**config.mk**
```make
export PLATFORM = sky130hd
export DESIGN_NAME = pipe_reg_file
export DESIGN_NICKNAME = d
export VERILOG_FILES = /design/src/rtl/pipe_reg_file.sv
export SDC_FILE = /design/constraint.sdc
export NUM_CORES = 1
export LEC_CHECK = 0
export ABC_AREA = 1
export CORE_ASPECT_RATIO = 1.1
export CORE_MARGIN = 2
export CORE_UTILIZATION = 55
export DETAILED_ROUTE_END_ITERATION = 12
export PLACE_DENSITY = 0.77
export SYNTH_ARGS = -nofsm -noshare
export SYNTH_HDL_FRONTEND = slang
export SYNTH_SLANG_ARGS = --single-unit
```
**constraint.sdc**
```tcl
create_clock -name clk -period 1.6 [get_ports clk]
set_input_delay 0.32 -clock clk [delete_from_list [all_inputs] [get_ports clk]]
set_output_delay 0.32 -clock clk [all_outputs]
set_load 0.02 [all_outputs]
```
**src/rtl/pipe_reg_file.sv**
```systemverilog
// ----------------------------------------------------------------------------
// pipe_reg_file
//
// Decode-stage register file for the pipelined datapath. Holds NREGS x DATA_W
// architectural registers plus a busy scoreboard. Decode reads operands and
// issues destinations; writeback retires them.
//
// Ports:
//   clk        in   rising-edge clock for all state
//   reset      in   synchronous, active-high; reloads contents, clears busy
//   rd_addr1   in   read port 1 address
//   rd_addr2   in   read port 2 address
//   rd_data1   out  read port 1 data (combinational, write-first bypass)
//   rd_data2   out  read port 2 data (combinational, write-first bypass)
//   wr_en      in   writeback strobe
//   wr_addr    in   writeback address
//   wr_data    in   writeback data
//   iss_en     in   issue strobe, marks iss_addr as having a pending write
//   iss_addr   in   destination register being issued
//   busy1      out  rd_addr1 has an unretired pending write
//   busy2      out  rd_addr2 has an unretired pending write
//   hazard     out  busy1 | busy2, decode stall request
// ----------------------------------------------------------------------------
module pipe_reg_file #(
  parameter int DATA_W     = 8,
  parameter int ADDR_W     = 3,
  parameter int RESET_MODE = 1,
  parameter int ZERO_REG   = 0
) (
  input  logic              clk,
  input  logic              reset,
  input  logic [ADDR_W-1:0] rd_addr1,
  input  logic [ADDR_W-1:0] rd_addr2,
  output logic [DATA_W-1:0] rd_data1,
  output logic [DATA_W-1:0] rd_data2,
  input  logic              wr_en,
  input  logic [ADDR_W-1:0] wr_addr,
  input  logic [DATA_W-1:0] wr_data,
  input  logic              iss_en,
  input  logic [ADDR_W-1:0] iss_addr,
  output logic              busy1,
  output logic              busy2,
  output logic              hazard
);

  localparam int NREGS = 1 << ADDR_W;
  localparam bit ZERO_EN = (ZERO_REG != 0);
  localparam logic [ADDR_W-1:0] ADDR_ZERO = {ADDR_W{1'b0}};

  logic [DATA_W-1:0] mem_r [NREGS];
  logic [NREGS-1:0]  busy_r;
  logic [NREGS-1:0]  busy_nxt_s;
  logic              wr_kept_s;
  logic              iss_kept_s;
  logic              rd1_zero_s;
  logic              rd2_zero_s;
  logic              byp1_s;
  logic              byp2_s;

  // Reset contents of register idx: either zero or its own index, truncated.
  function automatic logic [DATA_W-1:0] reset_val(input int idx);
    if (RESET_MODE == 1) begin
      return DATA_W'(idx);
    end else begin
      return {DATA_W{1'b0}};
    end
  endfunction

  // Hardwired-zero filtering of writes, issues and reads at address 0.
  always_comb begin
    wr_kept_s  = wr_en  & ~(ZERO_EN & (wr_addr  == ADDR_ZERO));
    iss_kept_s = iss_en & ~(ZERO_EN & (iss_addr == ADDR_ZERO));
    rd1_zero_s = ZERO_EN & (rd_addr1 == ADDR_ZERO);
    rd2_zero_s = ZERO_EN & (rd_addr2 == ADDR_ZERO);
    byp1_s     = wr_en & (wr_addr == rd_addr1);
    byp2_s     = wr_en & (wr_addr == rd_addr2);
  end

  // Next busy vector: retire clears first, then issue sets, so a new producer
  // on the same register supersedes the one retiring on that edge.
  always_comb begin
    busy_nxt_s = busy_r;
    if (wr_en) begin
      busy_nxt_s[wr_addr] = 1'b0;
    end else begin
      busy_nxt_s = busy_nxt_s;
    end
    if (iss_kept_s) begin
      busy_nxt_s[iss_addr] = 1'b1;
    end else begin
      busy_nxt_s = busy_nxt_s;
    end
  end

  // Register array and scoreboard state; reset overrides any write or issue.
  always_ff @(posedge clk) begin
    if (reset) begin
      for (int i = 0; i < NREGS; i++) begin
        mem_r[i] <= reset_val(i);
      end
      busy_r <= {NREGS{1'b0}};
    end else begin
      if (wr_kept_s) begin
        mem_r[wr_addr] <= wr_data;
      end
      busy_r <= busy_nxt_s;
    end
  end

  // Read ports: hardwired zero beats the bypass, which beats the array.
  always_comb begin
    if (rd1_zero_s) begin
      rd_data1 = {DATA_W{1'b0}};
    end else if (byp1_s) begin
      rd_data1 = wr_data;
    end else begin
      rd_data1 = mem_r[rd_addr1];
    end
    if (rd2_zero_s) begin
      rd_data2 = {DATA_W{1'b0}};
    end else if (byp2_s) begin
      rd_data2 = wr_data;
    end else begin
      rd_data2 = mem_r[rd_addr2];
    end
  end

  // Hazard flags: a register retiring this cycle is served by the bypass,
  // so it does not stall decode.
  always_comb begin
    busy1  = busy_r[rd_addr1] & ~byp1_s & ~rd1_zero_s;
    busy2  = busy_r[rd_addr2] & ~byp2_s & ~rd2_zero_s;
    hazard = busy1 | busy2;
  end

endmodule

```
---- Word level (Yosys, flattened, before mapping) ----
Memories as Yosys holds them, arrays and structs flattened.
Index checks and enable logic that the tools add are counted.
cells by class
  add/subtract/negate cells ............... 0
  $mul .................................... 0
  divide/modulo/power cells ............... 0
  order comparisons ....................... 6
  eq/ne operators ......................... 2
  shifts and indexed selects .............. 0
  muxes and demuxes ....................... 28
  bitwise logic cells ..................... 10
  reduce and logical (&&, ||, !) cells .... 3
operators by type and width
  cell                                                               count
  2-to-1 mux 8 bit                                                   13
  less-than comparator 3 x 4 -> 1 bit, second input constant         4
  2-to-1 mux 1 bit                                                   10
  bitwise AND 8 bit                                                  1
  inverter 8 bit                                                     1
  OR 8 bit                                                           1
  OR reduction 8 bit                                                 1
  binary-select mux 1 bit (select 3 bit)                             2
  demux 1 bit (select 3 bit)                                         2
  equality test 3 bit                                                2
  greater-or-equal comparator 3 x 1 -> 1 bit, second input constant  2
  bitwise AND 1 bit                                                  4
  2-to-1 mux 3 bit                                                   1
  logical AND 1 bit                                                  2
  inverter 1 bit                                                     2
  OR 1 bit                                                           1
storage, ports and cells
  bits in registers ....................... 8
  bits in latches ......................... 0
  RAM bits ................................ 64
  bits in read-only memories .............. 0
  input bits .............................. 24
  output and inout bits ................... 19
  word-level logic and storage cells ...... 51
  memories kept ........................... 1
memories
  memory  words  bits a word  rd ports  clocked after Yosys merged registers in  wr ports  line  RTL
  mem_r   8      8            2         0                                        8         50    logic [DATA_W-1:0] mem_r [NREGS];

---- Logic depth before layout (Yosys ltp) ----
Gate-level depths: netlist of the first run.
  word-level depth ........................ 9
  gate-level depth with buffers ........... 8
  mapped depth without buffers ............ 8

---- Worst setup path before layout of the first run ----
OpenSTA, ideal clock, no wires.
  path type ............................... in2out
  from .................................... input rd_addr2[2]
  to ...................................... output rd_data2[0]
  data arrival time ....................... 1.169 ns
  data required time ...................... 1.280 ns
  path slack .............................. 0.111 ns
  stages .................................. 8
  path buffers ............................ 0
  cell sequence ........................... clkinv_1 > nand2_1 > nand2_1 > nor2_1 > nand2_2 > inv_2 > nand2_1 > nand2_1
between the ends
  longest elaborated chain between the ends .. 3
  elaborated cells on any way between the ends .. 4
  those cells by class .................... 1 x eq/ne; 1 x mux; 1 x bitwise; 1 x memory
ends and longest elaborated chain
  item                                                             line  RTL
  start: declaration                                               33    input logic [ADDR_W-1:0] rd_addr2,
  branches (longest 2 deep; another with memory read (8 x 8 bit))  n/a
  2-to-1 mux 8 bit (*)                                             121   end else if (byp2_s) begin
  end: declaration                                                 35    output logic [DATA_W-1:0] rd_data2,
Mark *: on every way between the ends.

==> results.txt, run 1 <==
status = finished with violations
failing checks = setup timing
CP Launch Point = mem_r[6][7]$_SDFFCE_PN0P_
port bufs = 42
non-filler cells in the finished layout = 844
final critical-path required period = 1.688 ns
GRT met3 Usage = 0.05170
wire length per cell = 17.08 microns
worst hold path class = input port to flip-flop
Slew HR = 0.7159
DR DRC count = 0
syn_nets = 655
RSZ-0062 raised after global routing = true
Iter 0 DRT Violations = 423
Tot Pwr = 5.243 mW
FF-to-FF End = busy_r[4]$_SDFF_PP0_
Synth Cell Area = 0.004451 sq mm
crit path capture = rd_data2[7]
placed cells = 828
Async SR Flop Fraction = 0
Crit Reg-Reg Startpoint = busy_r[4]$_SDFF_PP0_
clock-pin slew on the worst setup and hold paths = 0.08 ns
CP most frequent cell = nand3_1
Layout area overhead = 37.93%
setup slack after layout = -0.08802 ns
WHS = 0.4461 ns
ratio of cells with drive above 1 in the final layout = 0.3641
Core Box Area = 0.007870 sq mm
IO Pins = 43
Synth Register Bits = 72
met2 usage = 0.5268
Worst setup EP type = output pin
reg-to-reg setup timing slack = 0.86 ns
ANT cells = 0
nets@finish = 755
synthesized instance count = 631
Register-to-Register Path Depth = 3
dominant synthesized flop cell = edfxtp_1
Peak Freq = 592.4 MHz
final WL = 14.41 mm
GRT met1 Usage = 0.4089
Tightest Pin Transition = 0.4257 ns
via count = 4805
Leak = 2.946 nW
CP Class = flip-flop to output pin
# fillers = 560
grt ovf = 0
Die ar. = 0.008828 sq mm
Synth Area per Inst = 7.053 sq um
CTS sink count = 72
Site Rows = 34
Seq/Total Area, Yosys = 0.4678
Final Hold Fails = 0
Final ANT Viol Nets = 0
CTS tree = built
total CTS buffers = 9
Post-synth EDFFs = 64
vias in the first global route = 4517
maximum root-to-sink buffer count = 2
CTS HTree Levels = 3
Setup WS pre-CTS = -0.9683 ns
First-pass DRT Iterations = 11
WP data required = 1.28 ns
DIE WIDTH = 89.77 microns
crit-path cells = inv_2 -> nand2_1 -> nand3_1 -> nand3_1 -> nand3_1 -> nand2_1 -> buf_6
cts hold-fix bufs = 0
Final setup viols = 18
antenna violations before repair = 0
worst-skew pair later-pin latency = 0.35 ns
largest net degree at the start of global routing = 36
Max Cap Violations = 0
peak supply drop = 794.5 uV
CP Max Fanout = 2
WP data arrival = 1.37 ns
GPL Wtd Cong = 0.9347
Total GRT Usage = 0.3186
crit path max-delay cell type = edfxtp_1
via/cell ratio = 5.693
initial core utilization = 0.5655
first-pass GRT wire length = 22.09 mm
Chip Height = 98.35 microns
post-route clock period utilization = 1.055
Worst Hold Depth = 4
max incr delay on CP = 0.42 ns
Power Dens Cells = 854.1 mW/mm^2
Slew Limit Fails = 0
GR peak layer = met2
clock skew = 0 ns
YS warnings = 0
CP startpoint kind = flip-flop
hpwl dp = 9.943 mm
clock root buffer = clkbuf_8
Cell variety after synth = 21
## cells by family after synthesis
logic type,Yosys count,share of synthesized area
buf+inv,124,0.1099
compound gates,8,0.01153
flops,72,0.4678
simple gates,427,0.4107
## cell usage after synthesis (2+ instances only)
cell | n | area share
nor2_2 | 2 | 0.0028
nand3_1 | 126 | 0.14
edfxtp_1 | 64 | 0.43
inv_2 | 6 | 0.0051
o22ai_1 | 7 | 0.0098
nand4_1 | 3 | 0.0042
nand2_2 | 2 | 0.0028
clkbuf_1 | 4 | 0.0034
clkinv_1 | 4 | 0.0034
buf_2 | 18 | 0.020
dfxtp_1 | 8 | 0.036
inv_1 | 90 | 0.076
nand3_2 | 5 | 0.011
nor2_1 | 66 | 0.056
nand2_1 | 220 | 0.19
## layer usage
layer / routed length, microns / up-vias
met4: 530 / 0
met1: 5687 / 2208
met3: 1298 / 64
met2: 6896 / 328
met5: 0 / -
li1: - / 2205
## per-stage QoR
step / instance area [sq um] / utilization / setup TNS (ns)
finish: 6138 / 0.7800 / -0.9631
global route: 6138 / 0.7800 / -2.208
CTS: 5863 / 0.7450 / -0.5430
detailed placement: 5473 / 0.6954 / -53.73
global placement: 5473 / 0.6954 / -53.80
floorplan: 4451 / - / 0
## power by group
group	internal, mW	switching, mW
registers	2.15	0.0458
logic	0.513	0.768
clock network	1.04	0.723
## critical path: cells and delay by family, from the launching register on
kind	cells	cell delay (ns)
AND/OR/NAND/NOR	5	0.38
buffers and inverters	2	0.22
flip-flops	1	0.42
## worst min path at each step
stage,from,end,slack (ns)
floorplan,iss_addr[0],busy_r[0]$_SDFF_PP0_,0.42
global placement,busy_r[3]$_SDFF_PP0_,busy_r[3]$_SDFF_PP0_,0.48
detailed placement,busy_r[2]$_SDFF_PP0_,busy_r[2]$_SDFF_PP0_,0.49
CTS,wr_addr[1],mem_r[4][2]$_SDFFCE_PN1P_,0.44
global route,wr_addr[1],mem_r[4][2]$_SDFFCE_PN1P_,0.47
finish,wr_addr[1],mem_r[4][2]$_SDFFCE_PN1P_,0.45
## sequential cells by signal, indices dropped and copies added (netlist names)
register,count
mem_r,64
busy_r,8
## layout by cell type, fill, tap and decap left out, types with 13 or more instances in the layout
cell type / count
buf_4: 61
buf_6: 28
clkdlybuf4s50_1: 13
edfxtp_1: 64
inv_1: 43
inv_2: 51
nand2_1: 197
nand2_2: 25
nand3_1: 67
nand3_2: 63
nor2_1: 64
## what timing repair did
item,4_1_cts,5_1_grt
setup buffers,1,0
gates resized for setup,213,97
setup endpoints to repair,27,19
gates cloned,0,0
pin swaps,49,43
## layout make-up
type	instances	area (sq um)	area share
Tap cell	108	135.1	0.02201
Timing Repair Buffer	112	1039	0.1692
Clock buffer	9	123.9	0.02018
Inverter	101	394.1	0.06421
Sequential cell	72	2083	0.3394
Multi-Input combinational cell	435	2245	0.3657
Clock inverter	7	118.9	0.01936
No activity file was read; power rests on OpenSTA's default activity.
==> run 2: changes to the inputs <==
- SLEW_MARGIN: default -> 20
==> results of run 2 <==
Same layout as run 1: the final DEF is identical, and so are final timing and power.
